===== src/rtl/gearbox_pkg.sv =====
// Shared constants and types for the 32-to-24 and 24-to-32 byte gearboxes.
package gearbox_pkg;

    localparam int unsigned IN_BYTES  = 4;
    localparam int unsigned OUT_BYTES = 3;
    localparam int unsigned BUF_BYTES = 6;

    localparam int unsigned IN_W  = 8 * IN_BYTES;
    localparam int unsigned OUT_W = 8 * OUT_BYTES;
    localparam int unsigned BUF_W = 8 * BUF_BYTES;
    localparam int unsigned OCC_W = 3;
    localparam int unsigned CNT_W = 2;

    typedef enum logic {
        RUN   = 1'b0,
        FLUSH = 1'b1
    } gb_state_e;

    // Keep only the lowest n bytes of an output word.
    function automatic logic [OUT_W-1:0] byte_mask(input logic [CNT_W-1:0] n);
        case (n)
            2'd1:    byte_mask = OUT_W'(24'h0000FF);
            2'd2:    byte_mask = OUT_W'(24'h00FFFF);
            default: byte_mask = OUT_W'(24'hFFFFFF);
        endcase
    endfunction

endpackage


===== src/rtl/gearbox_32_24_reset_sync.sv =====
// Two-flop reset synchroniser: asserts asynchronously, releases on the second clk edge.
module reset_sync (
    input  logic clk,
    input  logic reset_n,
    output logic reset_sync_n
);

    logic [1:0] sync_q;

    always_ff @(posedge clk or negedge reset_n) begin
        if (!reset_n) begin
            sync_q <= 2'b00;
        end else begin
            sync_q <= {sync_q[0], 1'b1};
        end
    end

    assign reset_sync_n = sync_q[1];

endmodule


===== src/rtl/gearbox_32_24.sv =====
// 32-bit to 24-bit packet gearbox with a 6-byte buffer and end-of-packet flush.
module gearbox_32_24
    import gearbox_pkg::*;
(
    input  logic             clk,
    input  logic             reset_n,
    input  logic [IN_W-1:0]  data_in,
    input  logic             data_in_en,
    input  logic             data_in_last,
    output logic             data_in_rdy,
    output logic [OUT_W-1:0] data_out,
    output logic             data_out_en,
    output logic             data_out_last,
    output logic [CNT_W-1:0] data_out_bytes
);

    logic             rst_int_n;
    gb_state_e        state_q;
    gb_state_e        state_d;
    logic [OCC_W-1:0] occ_q;
    logic [OCC_W-1:0] occ_d;
    logic [OCC_W-1:0] rem_occ;
    logic [BUF_W-1:0] buf_q;
    logic [BUF_W-1:0] buf_d;
    logic [BUF_W-1:0] shifted;
    logic [CNT_W-1:0] bytes_d;
    logic             accept;
    logic             emit_full;
    logic             emit_last;

    reset_sync u_reset_sync (
        .clk          (clk),
        .reset_n      (reset_n),
        .reset_sync_n (rst_int_n)
    );

    assign data_in_rdy = rst_int_n && (state_q == RUN) && (occ_q <= OCC_W'(5));

    // In RUN a full word leaves whenever 3 bytes are present; in FLUSH the
    // final 1..3 bytes leave as the tagged last word.
    always_comb begin
        accept    = data_in_en && data_in_rdy;
        emit_full = (state_q == RUN) ? (occ_q >= OCC_W'(3)) : (occ_q > OCC_W'(3));
        emit_last = (state_q == FLUSH) && (occ_q != '0) && (occ_q <= OCC_W'(3));
        rem_occ   = occ_q;
        shifted   = buf_q;
        if (emit_full) begin
            rem_occ = occ_q - OCC_W'(3);
            shifted = BUF_W'(buf_q >> (8 * OUT_BYTES));
        end else if (emit_last) begin
            rem_occ = '0;
            shifted = '0;
        end
        buf_d = shifted;
        occ_d = rem_occ;
        if (accept) begin
            buf_d = shifted | (BUF_W'(data_in) << {rem_occ, 3'b000});
            occ_d = rem_occ + OCC_W'(IN_BYTES);
        end
        state_d = state_q;
        if (accept && data_in_last) begin
            state_d = FLUSH;
        end else if (emit_last || ((state_q == FLUSH) && (occ_q == '0))) begin
            state_d = RUN;
        end
        bytes_d = emit_full ? CNT_W'(3) : (emit_last ? occ_q[CNT_W-1:0] : CNT_W'(0));
    end

    always_ff @(posedge clk or negedge rst_int_n) begin
        if (!rst_int_n) begin
            state_q        <= RUN;
            occ_q          <= '0;
            buf_q          <= '0;
            data_out       <= '0;
            data_out_en    <= 1'b0;
            data_out_last  <= 1'b0;
            data_out_bytes <= '0;
        end else begin
            state_q        <= state_d;
            occ_q          <= occ_d;
            buf_q          <= buf_d;
            data_out_en    <= emit_full || emit_last;
            data_out_last  <= emit_last;
            data_out_bytes <= bytes_d;
            if (emit_full || emit_last) begin
                data_out <= buf_q[OUT_W-1:0] & byte_mask(bytes_d);
            end
        end
    end

endmodule


===== config.mk =====
export PLATFORM = sky130hd
export DESIGN_NAME = gearbox_32_24
export DESIGN_NICKNAME = d
export VERILOG_FILES = /design/src/rtl/gearbox_pkg.sv /design/src/rtl/gearbox_32_24_reset_sync.sv /design/src/rtl/gearbox_32_24.sv
export SDC_FILE = /design/constraint.sdc
export NUM_CORES = 1
export LEC_CHECK = 0
export CORE_UTILIZATION = 54
export DETAILED_ROUTE_END_ITERATION = 16
export PLACE_DENSITY = 0.8
export SLEW_MARGIN = 20
export SYNTH_ARGS = -nofsm -noshare
export SYNTH_HDL_FRONTEND = slang
export SYNTH_SLANG_ARGS = --single-unit
export TNS_END_PERCENT = 100

===== constraint.sdc =====
create_clock -name clk -period 3.6 [get_ports clk]
set_input_delay 0.72 -clock clk [delete_from_list [all_inputs] [get_ports clk]]
set_output_delay 0.72 -clock clk [all_outputs]
set_load 0.005 [all_outputs]

==> run summary <==
DR iter-0 viols = 314
Final Hold Vio Count = 0
largest cells by area after synthesis = dfrtp_1, o221ai_1, nand2_1, o21ai_0, a21oi_1
DRC = 0
# diodes = 0
Max Slew Vio Count = 0
Finished Layout Cells = 560
HP Class = reg -> async
EDFF count, synth = 0
Cells after Synth = 398
period utilization = 86.59%
CP required = 3.90 ns
crit-path cells = ha_1, ha_1, nor2b_2, o41ai_4, nand2_2, clkinv_1, nor3_4, a21o_1
CTS clk-pin slew, worst paths = 0.09 ns
Max-Cap Viols = 0
most common flop cell mapped by yosys = dfrtp_1
CTS tree = yes
DP Cell Count = 544
Root Buffer = clkbuf_8
P&R area growth vs syn = 22.01%
layout cells sized above 1 = 10.41%
CP top delay family = simple AND/OR/NAND/NOR gates
most frequent cells after synthesis = dfrtp_1, nand2_1, o21ai_0
fin util = 68.86%
fmax = 320.8 MHz
GPL Wtd Cong = 0.9569
WL/cell = 19.12 um
Die Height = 89.30 um
# setup viols final = 0
DP HPWL = 7710 um
Min Hold Slack = 0.2600 ns
die width = 89.30 um
crit end category = flop
vias in the first global route = 3484
first-pass GRT wire length = 17320 um
die area = 7974 um^2
Setup CP Type = reg -> reg
status = finished clean
Nets = 496
Core Rows = 31
Synth area leader = dfrtp_1
grt total ovfl = 0
synth warn = 0
Tmin final = 3.117 ns
syn avg cell area = 10.34 um^2
Worst Tran Pin Value = 0.6805 ns
number of CTS-inserted buffers = 9
drt first pass iters = 5
ys async rst share = 100.0%
proportion of synthesized chip area in sequential cells = 49.86%
worst path bufs/invs = 1
critical path's most frequent cell = ha_1
Final Power = 4.835 mW
syn nets = 438
CP max-delay cell = clkinv_1
CTS sink cnt = 82
critical path arrival = 3.41 ns
headroom to the max-slew limit = 54.64%
largest net degree at the start of global routing = 54
total track usage = 29.33%
Setup Total Neg Slack = 0 ns
count leader, synth = dfrtp_1
PD cells = 962.9 nW/um^2
area of the core = 7292 um^2
RSZ-0062 raised after global routing = no
Via density = 6.313
Syn Std Cell Area = 4115 um^2
number of synthesized register bits = 82
Port Buffers = 64
worst-path fanout max = 18
number of setup buffers added after CTS = 0
Cell variety after synth = 50
initial antenna violation count = 0
clk_lat worst skew = 0.36 ns
startpoint class of the critical path = flop
top cell type's share of synthesized area = 49.86%
I/O pins = 65
Max VDD drop = 0.0003772 V
Final ANT Viol Nets = 0
H-Tree Depth = 3
Max Root-Sink Buffers = 2
Initial Utilization = 56.43%
post-route clock skew = 0.01040 ns
PostCTS Resize Cnt = 0
total number of vias = 3535
Worst path max stage delay = 0.57 ns
Lkg Pwr = 2.227 nW
drt total wl = 10710 um
Hold-fix buffers, CTS = 0
==> through the flow <==
step / setup WS [ns] / instance area [um^2]
3_5_place_dp: 0.4960 / 4843
3_3_place_gp: 0.6516 / 4843
2_1_floorplan: 0.5826 / 4116
6_report: 0.4828 / 5021
4_1_cts: 0.4934 / 5021
5_1_grt: 0.2441 / 5021
==> worst reg2reg max path: cells and delay by family, from the launching register on <==
family | cells | cell delay (ns)
DFF | 1 | 0.53
and+or+nand+nor | 3 | 1.16
adders and majority gates | 2 | 0.50
buffers and inverters | 1 | 0.57
AOI/OAI and AO/OA | 2 | 0.32
==> worst paths after layout <==
kind / startpoint / to / slack [ns] / cells past startpoint
min in group clk: u_reset_sync.sync_q[0] / u_reset_sync.sync_q[1] / 0.36 / 0
worst min register to register: u_reset_sync.sync_q[1] / data_out[14] / 0.26 / 0
worst max register to register: occ_q[1] / buf_q[7] / 0.48 / 8
worst max-delay path: occ_q[1] / buf_q[7] / 0.48 / 8
max in group asynchronous: u_reset_sync.sync_q[1] / buf_q[6] / 2.31 / 1
worst min-delay path: u_reset_sync.sync_q[1] / data_out[14] / 0.26 / 0
==> layout make-up <==
class / count / area [um^2]
tap: 99 / 123.9
timing repair buffer: 77 / 738.2
sequential: 82 / 2056
inverter: 17 / 63.81
multi-input combinational: 269 / 1862
fill: 586 / 2271
clock buffer: 10 / 127.6
clock inverter: 6 / 50.05
==> cell families (layout without fill, tap and decap cells) <==
kind of cell | after synthesis | in the layout | share of synthesized area, %
compound gates | 159 | 159 | 27.97
xor+xnor | 1 | 1 | 0.2129
fa+ha+maj | 4 | 4 | 1.216
buf+inv | 47 | 110 | 4.895
flops | 82 | 82 | 49.86
mux | 19 | 19 | 4.865
other cells | 1 | 1 | 0.09113
simple gates | 85 | 85 | 10.89
==> state kept, by name, summed over array words and instances (netlist names) <==
register / count
buf_q: 48
data_out: 24
occ_q: 3
data_out_bytes: 2
u_reset_sync.sync_q: 2
data_out_en: 1
data_out_last: 1
state_q: 1
==> power breakdown <==
part | leakage [nW] | total, mW | switching, mW | internal (mW)
Sequential | 1.10 | 1.50 | 0.238 | 1.27
Combinational | 1.05 | 2.72 | 1.61 | 1.10
Clock | 0.0771 | 0.615 | 0.357 | 0.258
==> per-layer routing <==
metal | vias to the layer above | share of wire [%] | track usage (%)
met3 | 38 | 5.6 | 4.894
met5 | - | 0 | 0
met4 | 0 | 3.2 | 13.13
li1 | 1610 | - | -
met2 | 170 | 49 | 48.23
met1 | 1717 | 42 | 38.38
==> layout by cell type, fill, tap and decap left out, types with 2 or more instances in the layout <==
cell type and count:
a211o_1 6, a211oi_1 17, a21o_1 8, a21oi_1 29, a22o_1 8, a22oi_1 16, a32o_1 6, a32oi_1 3
and3_1 11, buf_4 13, clkbuf_8 9, clkdlybuf4s50_1 64, clkinvlp_4 4, dfrtp_1 81, ha_1 4, inv_1 15
mux2_2 8, mux2i_1 11, nand2_1 43, nand2b_1 8, nand3_1 8, nor2_1 2, nor2b_1 2, o21ai_0 30
o21ai_1 2, o221ai_1 19, o31ai_1 8
No activity file was read; power rests on OpenSTA's default activity.
